[src/rtl/pci_arbiter.sv]
// pci_arbiter
// Central PCI bus arbiter for up to four initiators. Grants are issued
// round-robin starting after the last master that actually owned the bus.
// The bus parks on PARK_ID when nobody requests. A grant that is never
// used (no FRAME) is revoked after TIMEOUT cycles.
//
// Ports
//   CLK         bus clock, all state changes on the rising edge
//   RST         synchronous active-high reset
//   REQ         per-master request lines, active-low
//   Frame       shared PCI FRAME, active-low
//   IRDY        shared PCI IRDY, active-low
//   GNT         per-master grant lines, active-low, at most one low
//   owner       index of the granted master, held during GAP
//   bus_idle    registered (Frame && IRDY) from the previous edge
//   arb_timeout one-cycle pulse when an unused grant is revoked
module pci_arbiter #(
    parameter int N_MASTERS = 4,
    parameter int PARK_ID   = 0,
    parameter int TIMEOUT   = 16
) (
    input  logic                 CLK,
    input  logic                 RST,
    input  logic [N_MASTERS-1:0] REQ,
    input  logic                 Frame,
    input  logic                 IRDY,
    output logic [N_MASTERS-1:0] GNT,
    output logic [1:0]           owner,
    output logic                 bus_idle,
    output logic                 arb_timeout
);

    typedef enum logic [1:0] {
        ST_PARK  = 2'd0,
        ST_GRANT = 2'd1,
        ST_BUSY  = 2'd2,
        ST_GAP   = 2'd3
    } state_e;

    localparam logic [1:0] PARK_IDX = 2'(PARK_ID);
    localparam logic [7:0] CNT_LAST = 8'(TIMEOUT - 1);

    state_e                 state_q, state_d;
    logic [1:0]             cur_q, cur_d;
    logic [1:0]             last_q, last_d;
    logic [7:0]             cnt_q, cnt_d;
    logic [N_MASTERS-1:0]   gnt_q, gnt_d;
    logic [1:0]             owner_q, owner_d;
    logic                   idle_q;
    logic                   tmo_q, tmo_d;

    logic [3:0]             req_ext;
    logic [3:0]             req_others;
    logic [3:0]             gnt_ext;
    logic                   others_req;
    logic                   win_vld;
    logic [1:0]             win_idx;
    logic [1:0]             cand;

    // Widen REQ to four bits; lines beyond N_MASTERS read as not requesting.
    always_comb begin
        req_ext                 = 4'b1111;
        req_ext[N_MASTERS-1:0]  = REQ;
    end

    // Detect a request from any master other than the current one.
    always_comb begin
        req_others          = req_ext;
        req_others[cur_q]   = 1'b1;
        others_req          = (req_others != 4'b1111);
    end

    // Round-robin winner: first low REQ scanning from last+1, wrapping.
    always_comb begin
        win_vld = 1'b0;
        win_idx = 2'd0;
        cand    = 2'd0;
        for (int k = 1; k <= N_MASTERS; k++) begin
            cand = 2'((int'(last_q) + k) % N_MASTERS);
            if (!win_vld && !req_ext[cand]) begin
                win_vld = 1'b1;
                win_idx = cand;
            end else begin
                win_vld = win_vld;
            end
        end
    end

    // Next-state logic; the registered outputs are derived from the next state.
    always_comb begin
        state_d = state_q;
        cur_d   = cur_q;
        last_d  = last_q;
        cnt_d   = cnt_q;
        tmo_d   = 1'b0;
        case (state_q)
            ST_GAP: begin
                cnt_d = 8'd0;
                if (win_vld) begin
                    state_d = ST_GRANT;
                    cur_d   = win_idx;
                end else begin
                    state_d = ST_PARK;
                    cur_d   = PARK_IDX;
                end
            end
            ST_PARK: begin
                cur_d = PARK_IDX;
                if (!Frame) begin
                    state_d = ST_BUSY;
                    last_d  = PARK_IDX;
                end else if (win_vld && (win_idx == PARK_IDX)) begin
                    // Parked master asks for the bus: keep GNT, no gap needed.
                    state_d = ST_GRANT;
                    cnt_d   = 8'd0;
                end else if (win_vld) begin
                    state_d = ST_GAP;
                end else begin
                    state_d = ST_PARK;
                end
            end
            ST_GRANT: begin
                if (!Frame) begin
                    state_d = ST_BUSY;
                    last_d  = cur_q;
                    cnt_d   = 8'd0;
                end else if (req_ext[cur_q]) begin
                    state_d = ST_GAP;
                end else if (cnt_q == CNT_LAST) begin
                    // Unused grant: revoke and demote this master in the rotation.
                    state_d = ST_GAP;
                    tmo_d   = 1'b1;
                    last_d  = cur_q;
                end else begin
                    cnt_d = cnt_q + 8'd1;
                end
            end
            ST_BUSY: begin
                if (others_req) begin
                    // GNT drops while FRAME may still be low; the owner
                    // completes its transaction and the next master waits for idle.
                    state_d = ST_GAP;
                end else if (idle_q) begin
                    if (!req_ext[cur_q]) begin
                        state_d = ST_GRANT;
                        cnt_d   = 8'd0;
                    end else begin
                        state_d = ST_GAP;
                    end
                end else begin
                    state_d = ST_BUSY;
                end
            end
            default: begin
                state_d = ST_GAP;
                cur_d   = PARK_IDX;
            end
        endcase
    end

    // Grant vector and owner follow the next state so they are registered.
    always_comb begin
        gnt_ext = 4'b1111;
        if (state_d != ST_GAP) begin
            gnt_ext[cur_d] = 1'b0;
            owner_d        = cur_d;
        end else begin
            owner_d        = owner_q;
        end
        gnt_d = gnt_ext[N_MASTERS-1:0];
    end

    // State and output registers with synchronous reset.
    always_ff @(posedge CLK) begin
        if (RST) begin
            state_q <= ST_GAP;
            cur_q   <= PARK_IDX;
            last_q  <= PARK_IDX;
            cnt_q   <= 8'd0;
            gnt_q   <= {N_MASTERS{1'b1}};
            owner_q <= PARK_IDX;
            idle_q  <= 1'b1;
            tmo_q   <= 1'b0;
        end else begin
            state_q <= state_d;
            cur_q   <= cur_d;
            last_q  <= last_d;
            cnt_q   <= cnt_d;
            gnt_q   <= gnt_d;
            owner_q <= owner_d;
            idle_q  <= Frame & IRDY;
            tmo_q   <= tmo_d;
        end
    end

    assign GNT         = gnt_q;
    assign owner       = owner_q;
    assign bus_idle    = idle_q;
    assign arb_timeout = tmo_q;

endmodule

[config.mk]
export PLATFORM = sky130hd
export DESIGN_NAME = pci_arbiter
export DESIGN_NICKNAME = d
export VERILOG_FILES = /design/src/rtl/pci_arbiter.sv
export SDC_FILE = /design/constraint.sdc
export NUM_CORES = 1
export LEC_CHECK = 0
export ABC_AREA = 1
export CELL_PAD_IN_SITES_DETAIL_PLACEMENT = 0
export CELL_PAD_IN_SITES_GLOBAL_PLACEMENT = 2
export CORE_MARGIN = 3
export CORE_UTILIZATION = 31
export DETAILED_ROUTE_END_ITERATION = 7
export PLACE_DENSITY_LB_ADDON = 0.1
export SYNTH_ARGS = -nofsm -noshare
export SYNTH_HDL_FRONTEND = slang
export SYNTH_SLANG_ARGS = --single-unit
[constraint.sdc]
create_clock -name CLK -period 2.1 [get_ports CLK]
set_input_delay 0.42 -clock CLK [delete_from_list [all_inputs] [get_ports CLK]]
set_output_delay 0.42 -clock CLK [all_outputs]
set_load 0.05 [all_outputs]
==> summary.md <==
| Metric | Value |
|---|---|
| Run status | `finished, final reports clean` |
| Largest buffer count on any clock path | `2` |
| Instance count of the mapped netlist | `248` |
| Nets | `296` |
| Placed Area | `2020 um^2` |
| GRT Util Overall | `0.143` |
| Number of clock buffers inserted by TritonCTS | `3` |
| Number of non-filler instances in the completed layout | `348` |
| Post-route core utilization | `0.422` |
| Static leakage power | `1.01 nW` |
| Commonest cells in the synthesized netlist | `nand2_1 (73), inv_1 (31), dfxtp_1 (22)` |
| Vias in the first global route | `1619` |
| Worst max-slew margin expressed relative to the limit | `0.661` |
| Final critical-path share of the clock period | `0.909` |
| Number of placed instances with taps included | `345` |
| Standard-cell rows | `25` |
| Power per cell area | `1490 nW/um^2` |
| Clock-pin slew on the worst setup and hold paths | `0.08 ns` |
| Library cell with the largest summed area after synthesis | `dfxtp_1` |
| Biggest area contributors in the synthesized netlist | `dfxtp_1 (27%), nand2_1 (17%), inv_1 (7.1%)` |
| Total of fill cells in the finished design | `584` |
| Minimum clock period | `1.91 ns` |
| Post-Synthesis Net Count | `261` |
| Overall via count from detail_route | `1636` |
| Aggregate global routing overflow | `0` |
| First-pass GRT wire length | `7180 um` |
| Die Area | `6230 um^2` |
| Family of cells with the greatest summed delay on the critical path | `simple AND/OR/NAND/NOR gates` |
| Worst-Skew Late Latency | `0.26 ns` |
| Post-Synthesis Mean Instance Area | `6.64 um^2` |
| Width of the die | `78.9 um` |
| Count of unresolved DRC violations after routing | `0` |
| Design Area, Final | `2090 um^2` |
| Maximum clock skew at final layout | `0.00470 ns` |
| Synth-to-layout area growth | `26.6%` |
| Final number of max-transition violations | `0` |
| Setup repair after global routing missed its margin | `no` |
| WS Path Type | `in2reg` |
| Routed Wire Length | `4150 um` |
| Worst Tran Pin Value | `0.506 ns` |
| Total half-perimeter wirelength after legalization and detailed placement | `3340 um` |
| Clock Tree Root | `clkbuf_8` |
| Critical path's most frequent cell | `nand2_1` |
| EDFF count, synth | `0` |
| Number of endpoints with negative hold slack in the final report | `0` |
| Maximum ir drop on the vdd rail | `691 uV` |
| Final weighted congestion in routability-driven placement | `0.737` |
| Io pins | `16` |
| Bufs and invs on worst path | `3` |
| Synthesis warning total | `0` |
| Peak Freq | `524 MHz` |
| Most used standard cell by instance count after synthesis | `nand2_1` |
| Layout cell share with drive strength beyond 1 | `0.221` |
| FFs w/ async S/R, synth | `0` |
| Maximum number of pins on one net before global-route repair | `14` |
| Critical-path maximum fanout | `5` |
| Ant. Diodes | `0` |
| Sequential area share after synthesis | `0.267` |
| Hold Worst Slack | `0.487 ns` |
| Clock tree from TritonCTS | `yes` |
| Largest stage delay, worst path | `0.26 ns` |
| Starting density of the core | `0.333` |
| Yosys top cell area share | `0.267` |
| Arrival time at the worst endpoint | `2.06 ns` |
| Number of storage elements in the synthesis netlist | `22` |
| Routed wire length per instance | `11.9 um` |
| Most used flip-flop cell after synthesis | `dfxtp_1` |
| Count of nets left with antenna violations after detail routing | `0` |
| Cell-by-cell trace of the critical path | `dlygate4sd2_1 > buf_4 > nand2_1 > nand2_2 > nand2_2 > nand2_4 > nand3_2 > nand2_1 > inv_2 > nand2_1 > nor2_4 > nand2_1 > nand2_1 > nand2_2 > nand2_4 > nand2_4 > nor2_2 > nand2_1` |
| Avg Vias per Cell | `4.70` |
| Crit path launch type | `input pin` |
| Height of the chip | `78.9 um` |
| Setup bufs post-CTS | `0` |
| Endpoint type of the worst setup path | `flop` |
| Data required time at the worst endpoint | `2.25 ns` |
| Final count of negative-setup-slack endpoints | `0` |
| Initial antenna violation count | `0` |
| Maximum capacitance violations | `0` |
| Sink count of the clock tree | `22` |
| CTS H-Tree Depth | `1` |
| I/O Buffers | `15` |
| Post-synth cell types | `29` |
| Worst-path cell with the longest stage delay | `dlygate4sd2_1` |
| DRT Pass-1 Iters | `4` |
| Starting DRC count in detailed routing | `41` |
| Core region area | `4940 um^2` |
| Total standard cell area after synthesis | `1650 um^2` |
| Hold Crit Class | `reg2reg` |
## stage by stage
stage / setup WS, ns / TNS (ns) / power [W]
CTS: 0.00981 / 0 / 0.00311
detailed placement: -0.353 / -4.75 / 0.00282
finish: 0.191 / 0 / 0.00310
global route: 0.00994 / 0 / 0.00340
global placement: -0.389 / -5.23 / 0.00285
floorplan: 0.364 / 0 / 0.00220
## worst register-to-register path, stage by stage, from the launching register on
cell and delay (ns):
dfxtp_1 0.39, inv_1 0.09, ha_1 0.25, nand2_1 0.13, inv_1 0.07, nand2_1 0.08
o211ai_1 0.10, a21oi_1 0.23, a21oi_4 0.10, nand2_4 0.12, nand2_4 0.06, nor2_2 0.11
nand2_1 0.06
## worst paths after layout
check | from | endpoint | slack (ns) | cells past startpoint
setup reg to reg | state_q[1] | GNT[0] | 0.21 | 12
hold / removal | cnt_q[3] | cnt_q[3] | 0.49 | 2
hold reg to reg | cnt_q[3] | cnt_q[3] | 0.49 | 2
setup / recovery | REQ[2] | GNT[0] | 0.19 | 18
## what timing repair did
item                       4_1_cts  5_1_grt
gates resized for setup          2        8
pin swaps                        1        1
setup endpoints to repair        6       18
hold buffers                     0        0
## sequential cells by signal, summed over array words and instances (netlist names)
register and cells:
state_q 2, cnt_q 8, last_q 2, bus_idle 1, cur_q 2, owner 2, GNT 4, arb_timeout 1
## where the power goes
group | total, W | switching [W] | leakage [nW] | internal (W)
Sequential | 0.000625 | 0.0000926 | 0.181 | 0.000532
Combinational | 0.00222 | 0.00141 | 0.808 | 0.000806
Clock | 0.000260 | 0.000132 | 0.0216 | 0.000128
## area by class of cell
type	count	area [um^2]	share of cell area
timing repair buffer	33	320	0.154
tap	67	83.8	0.0402
inverter	36	138	0.0660
sequential	22	443	0.212
multi-input combinational	187	1060	0.508
clock buffer	3	41.3	0.0198
## layer usage
layer / GRT usage / up-vias / part of all wire
li1: - / 873 / -
met1: 0.183 / 742 / 0.50
met2: 0.254 / 19 / 0.48
met3: 0.0238 / 2 / 0.022
met4: 0.0258 / 0 / 0.0053
met5: 0 / - / 0
## cells in the final DEF, fill, tap and decap left out, types with 5 or more instances in the layout
cell type and count:
inv_1 31, nand2_1 73, nand3_1 14, ha_1 5, nand4_1 10, nor3_1 5
dfxtp_1 20, clkdlybuf4s50_1 11, a21oi_1 17, nor2_1 15, buf_4 15, nor4_1 5
nand2_2 10, nand2_4 8
## logic make-up after synthesis
| kind of cell | Yosys count | share of synthesized area |
|---|---|---|
| compound gates | 25 | 0.0896 |
| simple gates | 155 | 0.499 |
| flops | 22 | 0.267 |
| buf+inv | 39 | 0.0957 |
| fa+ha+maj | 5 | 0.0380 |
| xor+xnor | 2 | 0.0106 |
(Power assumes the default switching activity.)
